`src/rtl/switch_egress_if.sv`:
```
// Request/grant and crossbar-select bundle between the ingress ports,
// the egress scheduler and the egress muxes.
interface switch_egress_if #(
  parameter int unsigned NUM_PORTS = 4
);
  logic [NUM_PORTS-1:0]           req_i;
  logic [NUM_PORTS*NUM_PORTS-1:0] target_i;
  logic [NUM_PORTS-1:0]           prio_i;
  logic [NUM_PORTS-1:0]           grant_o;
  logic [NUM_PORTS*NUM_PORTS-1:0] out_sel_o;
  logic [NUM_PORTS-1:0]           out_busy_o;
  logic [NUM_PORTS-1:0]           aged_o;
  logic [NUM_PORTS-1:0]           zero_tgt_o;

  modport master (
    output req_i, target_i, prio_i,
    input  grant_o, out_sel_o, out_busy_o, aged_o, zero_tgt_o
  );

  modport slave (
    input  req_i, target_i, prio_i,
    output grant_o, out_sel_o, out_busy_o, aged_o, zero_tgt_o
  );
endinterface

```
`src/rtl/switch_egress_scheduler.sv`:
```
// Atomic multicast egress allocator for the 4-port crossbar with timed path hold.
// Optional anti-starvation aging and egress reservation under macro STARVE_GUARD_EN.
module switch_egress_scheduler #(
  parameter int unsigned NUM_PORTS   = 4,
  parameter int unsigned XFER_CYCLES = 2,
  parameter int unsigned AGE_LIMIT   = 16
) (
  input  logic            clk,
  input  logic            rst_n,
  switch_egress_if.slave  bus
);
  localparam int unsigned CNT_W  = 4;
  localparam int unsigned PTR_W  = 2;
  localparam int unsigned AGE_W  = 8;
  localparam int unsigned NPASS  = 3;
  localparam logic [CNT_W-1:0] XFER_LD = CNT_W'(XFER_CYCLES);
  localparam logic [AGE_W-1:0] AGE_MAX = AGE_W'(AGE_LIMIT);

  logic [CNT_W-1:0]               busy_cnt [NUM_PORTS];
  logic [PTR_W-1:0]               rr_ptr;
  logic [NUM_PORTS-1:0]           grant_q;
  logic [NUM_PORTS-1:0]           zero_q;
  logic [NUM_PORTS-1:0]           busy_q;
  logic [NUM_PORTS*NUM_PORTS-1:0] sel_q;

  logic [NUM_PORTS-1:0] tgt [NUM_PORTS];
  logic [NUM_PORTS-1:0] free_c, elig_c, zero_c, aged_c;
  logic [NUM_PORTS-1:0] gnt_d, claim_d, resv_d;
  logic [NUM_PORTS-1:0] sel_d [NUM_PORTS];
  logic [NUM_PORTS-1:0] pass_mask [NPASS];
  logic [PTR_W-1:0]     rr_d, idx;

  // Per-port decode of targets, egress availability and request eligibility
  always_comb begin
    for (int i = 0; i < NUM_PORTS; i++) begin
      tgt[i]    = bus.target_i[NUM_PORTS*i +: NUM_PORTS];
      free_c[i] = (busy_cnt[i] == '0);
      elig_c[i] = bus.req_i[i] & (|tgt[i]) & ~grant_q[i];
      zero_c[i] = bus.req_i[i] & ~(|tgt[i]);
    end
  end

  // Greedy pass-ordered allocation; a port wins only if its whole mask is available
  always_comb begin
    gnt_d   = '0;
    claim_d = '0;
    resv_d  = '0;
    rr_d    = rr_ptr;
    idx     = '0;
    for (int j = 0; j < NUM_PORTS; j++) sel_d[j] = '0;
    pass_mask[0] = elig_c & aged_c;
    pass_mask[1] = elig_c & bus.prio_i & ~aged_c;
    pass_mask[2] = elig_c & ~bus.prio_i & ~aged_c;
    for (int p = 0; p < NPASS; p++) begin
      // Aged ports left unserved keep their free egresses away from everyone else
      if (p == 1) begin
        for (int i = 0; i < NUM_PORTS; i++)
          if (pass_mask[0][i] && !gnt_d[i]) resv_d = resv_d | (tgt[i] & free_c);
      end
      for (int k = 0; k < NUM_PORTS; k++) begin
        idx = PTR_W'(rr_ptr + PTR_W'(k));
        if (pass_mask[p][idx] &&
            ((tgt[idx] & ~(free_c & ~claim_d & ~resv_d)) == '0)) begin
          gnt_d[idx] = 1'b1;
          claim_d    = claim_d | tgt[idx];
          rr_d       = PTR_W'(idx + PTR_W'(1));
          for (int j = 0; j < NUM_PORTS; j++)
            if (tgt[idx][j]) sel_d[j] = NUM_PORTS'(1) << idx;
        end
      end
    end
  end

`ifdef STARVE_GUARD_EN
  logic [AGE_W-1:0]     age_q [NUM_PORTS];
  logic [AGE_W-1:0]     age_d [NUM_PORTS];
  logic [NUM_PORTS-1:0] aged_q, aged_d;

  always_comb begin
    for (int i = 0; i < NUM_PORTS; i++) begin
      age_d[i] = age_q[i];
      if (!bus.req_i[i] || gnt_d[i])              age_d[i] = '0;
      else if (elig_c[i] && age_q[i] != AGE_MAX)  age_d[i] = age_q[i] + AGE_W'(1);
      aged_d[i] = (age_d[i] == AGE_MAX);
    end
  end

  always_ff @(posedge clk or negedge rst_n) begin
    if (!rst_n) begin
      for (int i = 0; i < NUM_PORTS; i++) age_q[i] <= '0;
      aged_q <= '0;
    end else begin
      for (int i = 0; i < NUM_PORTS; i++) age_q[i] <= age_d[i];
      aged_q <= aged_d;
    end
  end

  assign aged_c     = aged_q;
  assign bus.aged_o = aged_q;
`else
  logic unused_age;
  assign unused_age = ^AGE_MAX;
  assign aged_c     = '0;
  assign bus.aged_o = '0;
`endif

  // Grant pulses, path hold counters and crossbar selects
  always_ff @(posedge clk or negedge rst_n) begin
    if (!rst_n) begin
      grant_q <= '0;
      zero_q  <= '0;
      busy_q  <= '0;
      sel_q   <= '0;
      rr_ptr  <= '0;
      for (int j = 0; j < NUM_PORTS; j++) busy_cnt[j] <= '0;
    end else begin
      grant_q <= gnt_d;
      zero_q  <= zero_c;
      rr_ptr  <= rr_d;
      for (int j = 0; j < NUM_PORTS; j++) begin
        if (claim_d[j]) begin
          busy_cnt[j]                    <= XFER_LD;
          sel_q[NUM_PORTS*j +: NUM_PORTS] <= sel_d[j];
          busy_q[j]                      <= 1'b1;
        end else if (busy_cnt[j] != '0) begin
          busy_cnt[j] <= busy_cnt[j] - CNT_W'(1);
          if (busy_cnt[j] == CNT_W'(1)) begin
            sel_q[NUM_PORTS*j +: NUM_PORTS] <= '0;
            busy_q[j]                      <= 1'b0;
          end
        end
      end
    end
  end

  assign bus.grant_o    = grant_q;
  assign bus.zero_tgt_o = zero_q;
  assign bus.out_busy_o = busy_q;
  assign bus.out_sel_o  = sel_q;
endmodule

```
`src/flat_wrapper.sv`:
```
// flat-port wrapper written by rule: the top's interface ports become plain ports
module switch_egress_scheduler_flat 
#(
  parameter int unsigned NUM_PORTS   = 4,
  parameter int unsigned XFER_CYCLES = 2,
  parameter int unsigned AGE_LIMIT   = 16
)
  (clk, rst_n, bus_req_i, bus_target_i, bus_prio_i, bus_grant_o, bus_out_sel_o, bus_out_busy_o, bus_aged_o, bus_zero_tgt_o);
  switch_egress_if #(.NUM_PORTS(NUM_PORTS)) bus_i ();
  input  logic clk;
  input  logic rst_n;
  input wire logic [$bits(bus_i.req_i)-1:0] bus_req_i;
  input wire logic [$bits(bus_i.target_i)-1:0] bus_target_i;
  input wire logic [$bits(bus_i.prio_i)-1:0] bus_prio_i;
  output wire logic [$bits(bus_i.grant_o)-1:0] bus_grant_o;
  output wire logic [$bits(bus_i.out_sel_o)-1:0] bus_out_sel_o;
  output wire logic [$bits(bus_i.out_busy_o)-1:0] bus_out_busy_o;
  output wire logic [$bits(bus_i.aged_o)-1:0] bus_aged_o;
  output wire logic [$bits(bus_i.zero_tgt_o)-1:0] bus_zero_tgt_o;
  assign bus_i.req_i = bus_req_i;
  assign bus_i.target_i = bus_target_i;
  assign bus_i.prio_i = bus_prio_i;
  assign bus_grant_o = bus_i.grant_o;
  assign bus_out_sel_o = bus_i.out_sel_o;
  assign bus_out_busy_o = bus_i.out_busy_o;
  assign bus_aged_o = bus_i.aged_o;
  assign bus_zero_tgt_o = bus_i.zero_tgt_o;
  switch_egress_scheduler #(.NUM_PORTS(NUM_PORTS), .XFER_CYCLES(XFER_CYCLES), .AGE_LIMIT(AGE_LIMIT)) u_core (.clk(clk), .rst_n(rst_n), .bus(bus_i));
endmodule
```
`config.mk`:
```
export PLATFORM = sky130hd
export DESIGN_NAME = switch_egress_scheduler_flat
export DESIGN_NICKNAME = d
export VERILOG_FILES = /design/src/rtl/switch_egress_if.sv /design/src/rtl/switch_egress_scheduler.sv /design/src/flat_wrapper.sv
export SDC_FILE = /design/constraint.sdc
export NUM_CORES = 1
export LEC_CHECK = 0
export ABC_AREA = 0
export CORE_ASPECT_RATIO = 0.9
export CORE_MARGIN = 8
export CORE_UTILIZATION = 55
export CTS_CLUSTER_DIAMETER = 150
export DETAILED_ROUTE_END_ITERATION = 10
export GPL_TIMING_DRIVEN = 0
export PLACE_DENSITY = 0.86
export SKIP_CTS_REPAIR_TIMING = 1
export SLEW_MARGIN = 40
export SYNTH_ARGS = -nofsm -noshare
export SYNTH_HDL_FRONTEND = slang
export SYNTH_SLANG_ARGS = --single-unit
```
`constraint.sdc`:
```
create_clock -name clk -period 8.4 [get_ports clk]
set_input_delay 0.84 -clock clk [delete_from_list [all_inputs] [get_ports clk]]
set_output_delay 0.84 -clock clk [all_outputs]
set_load 0.02 [all_outputs]
```
==> flow_summary_export.csv <==
group,metric,value,unit
setup_path,rr_worst_depth,22,
setup_path,worstSetupStartpoint,"u_core.rr_ptr[1]",
setup_path,rrSetupSlack,0.62,ns
setup_path,critical_path.endpoint_type,"flop",
clocking,clk_pin_slew,0.10,ns
clocking,max-clock-path-buffers,2,
setup_path,crit_required,8.58,ns
layout,drive_gt1_share,13.6,%
clocking,ctsRootBufferMaster,"clkbuf_8",
placed_design,portBuffers,53,
global_route,grt_max_degree,34,
setup_path,path_max_fanout,10,
global_route,gr-total-overflow,0,
timing,holdWs,0.371,ns
route,post_drt_wl_per_cell,25.0,um
global_route,grtUsageMet3,6.92,%
power_and_ir_drop,power.density,393,nW/um2
job,maxCapViolations,0,
power_and_ir_drop,p_leak,2.50,nW
route,vias,6072,
power_and_ir_drop,ir_drop,0.236,mV
synthesis,yosys.area.top_type,"dfrtp_1",
die,die_w,121,um
global_route,grt_pass1_vias,5766,
timing,setup_viol,0,
layout,fill_cells,847,
global_route,antenna_found_initial,0,
global_route,grt_pass1_wl,32100,um
setup_path,worstPathArrival,7.96,ns
placed_design,place_area,6180,um2
synthesis,synth_cell_type_count,86,
layout,areaGrowthSynthToFinish,15.3,%
setup_path,path_class,"flop to flop",
die,rows,34,
timing,period_share,92.6,%
route,drc,0,
die,die_h,110,um
synthesis,synth_top_area_share,21.1,%
die,initial_core_util,56.5,%
timing,worst_slew_pin_slew,0.855,ns
power_and_ir_drop,total_power,2.47,mW
setup_path,regToRegStartpoint,"u_core.rr_ptr[1]",
timing,maxSlewHeadroom,42.6,%
die,dieArea,13400,um2
setup_path,critPathLaunchType,"flop",
synthesis,post_synth_instance_area,5460,um2
die,pin_count,58,
placed_design,place.gp.congestion,1.09,
synthesis,yosys_warnings,0,
route,drt-initial-drc-count,735,
clocking,clock_sinks,46,
route,dr.pass1.iters,6,
die,core_area,9660,um2
synthesis,ys_seq_area_share,21.1,%
layout,nets,742,
placed_design,post-place-ws,1.02,ns
synthesis,synth_edf_count,0,
synthesis,ys_async_sr_fraction,100,%
layout,num_antenna_cells,0,
clocking,insertion_delay,0.32,ns
timing,slew_violations,0,
timing,timing.setup.tns,0,ns
route,ant_nets,0,
timing,finalHoldViolCount,0,
placed_design,dp.final_hpwl,15600,um
synthesis,synth_area_leaders,"dfrtp_1, mux4_2, ha_1, a221o_1, mux2i_1",
min_path,min-delay-path-class,"primary input to asynchronous set/reset pin",
synthesis,ys.flop_type,"dfrtp_1",
timing,finalClockSkew,0.0143,ns
synthesis,yosysMostFrequentCell,"nor2_1",
synthesis,ys_ff_latch,46,
timing,rsz0062_at_grt,"false",
timing,fmax,129,MHz
clocking,cts_tree,"built",
timing,period_minus_slack,7.78,ns
route,wl,20500,um
global_route,grt_use_met2,45.7,%
global_route,grt_use_total,29.8,%
outcome,run_status,"finished, final reports clean",
clocking,numCtsBuffers,5,
timing,setup_slack,0.619,ns
synthesis,synth.avg_cell_area,8.65,um2
synthesis,synthTopCellsByCount,"nor2_1, nand2_1, dfrtp_1",
synthesis,netlist_instances,631,
global_route,grt_busiest_layer,"met2",
route,drt-vias-per-instance,7.38,
global_route,met1_usage,39.7,%
layout,final_area,6290,um2
clocking,ctsHtreeMaxLevel,2,
setup_path,r2r-end,"u_core.bus.grant_o[2]",
[stage by stage]
step,cells,utilization (%)
after floorplan,634,-
after global placement,813,63.7
after detailed placement,814,64.0
after CTS,822,64.9
after global routing,823,65.1
final,823,65.1
[layout by cell type (no fill, tap or decap), types with 5 or more instances in the layout]
cell             count
buf_4                6
o211ai_1            11
or4_1                5
buf_2                7
and2_1              14
mux2_2               8
and4_1               6
and3_1              13
dfrtp_1             46
a22oi_1              6
mux2_4               6
buf_1                5
nand3b_1             8
a32o_1              13
nor3_1              18
a31oi_1              7
xnor2_1              6
clkbuf_8             6
mux4_2              16
nor2b_1              5
nor2_1              53
nand4_1             17
ha_1                20
clkdlybuf4s50_1     52
a221oi_1            12
nand3_1             22
a21oi_1             25
a311oi_1             5
clkbuf_1            24
o21ai_0             27
mux2i_1             21
a221o_1             24
nand2_1             52
inv_1               26
[cells by family after synthesis]
kind of cell	count (synthesis)	synth area share, %
AOI/OAI and AO/OA	184	28.1
xor gates and xnor gates	6	0.963
adders and majority gates	20	4.59
buffers and inverters	72	5.87
DFF	46	21.1
muxes	51	13.8
other	1	0.0687
and+or+nand+nor	251	25.6
[state kept, by name, summed over array words and instances (netlist names)]
signal,cells
u_core.bus.out_sel_o,16
u_core.bus.zero_tgt_o,4
u_core.bus.out_busy_o,4
u_core.rr_ptr,2
u_core.busy_cnt,16
u_core.bus.grant_o,4
[critical path, stage by stage, from the launching register on]
cell and delay (ns):
dfrtp_1 0.44, buf_4 0.21, buf_2 0.29, inv_1 0.26, ha_1 0.34, buf_2 0.28, mux4_2 0.68, a22oi_1 0.17
o21ai_0 0.13, or2_2 0.31, a221oi_2 0.61, nor3b_2 0.28, o41ai_4 0.53, nand4_1 0.33, o211ai_1 0.41, o21ai_1 0.27
a2bb2oi_1 0.50, nand2_2 0.26, o21ai_0 0.39, o21ai_4 0.21, and2_1 0.25, buf_6 0.12, a221o_1 0.36
[layout make-up]
cell class | instances | area, um2 | area share, %
Buffer | 44 | 215 | 3.42
Sequential cell | 46 | 1150 | 18.3
Timing Repair Buffer | 55 | 553 | 8.80
Inverter | 28 | 105 | 1.67
Tap cell | 126 | 158 | 2.51
Clock inverter | 2 | 12.5 | 0.199
Clock buffer | 6 | 82.6 | 1.31
Multi-Input combinational cell | 516 | 4010 | 63.8
[metal layers]
metal	vias to the layer above	part of all wire [%]	wire length (um)
met5	-	0	0
met4	0	4.0	820
li1	2604	-	-
met1	2893	38	7850
met2	492	44	9060
met3	83	14	2820
[worst max-delay path by stage]
| stage | to |
|---|---|
| after CTS | u_core.bus.grant_o[1] |
| after global routing | u_core.bus.grant_o[2] |
| after detailed placement | u_core.bus.grant_o[1] |
| after floorplan | u_core.bus.out_sel_o[0] |
| after global placement | u_core.bus.grant_o[2] |
| final | u_core.bus.grant_o[2] |
[power by group]
part	total (mW)	switching [mW]	internal [mW]
clock network	0.154	0.0874	0.0665
logic	1.93	1.26	0.673
registers	0.389	0.0741	0.314
Note: power is estimated with default switching activity, not from simulation.
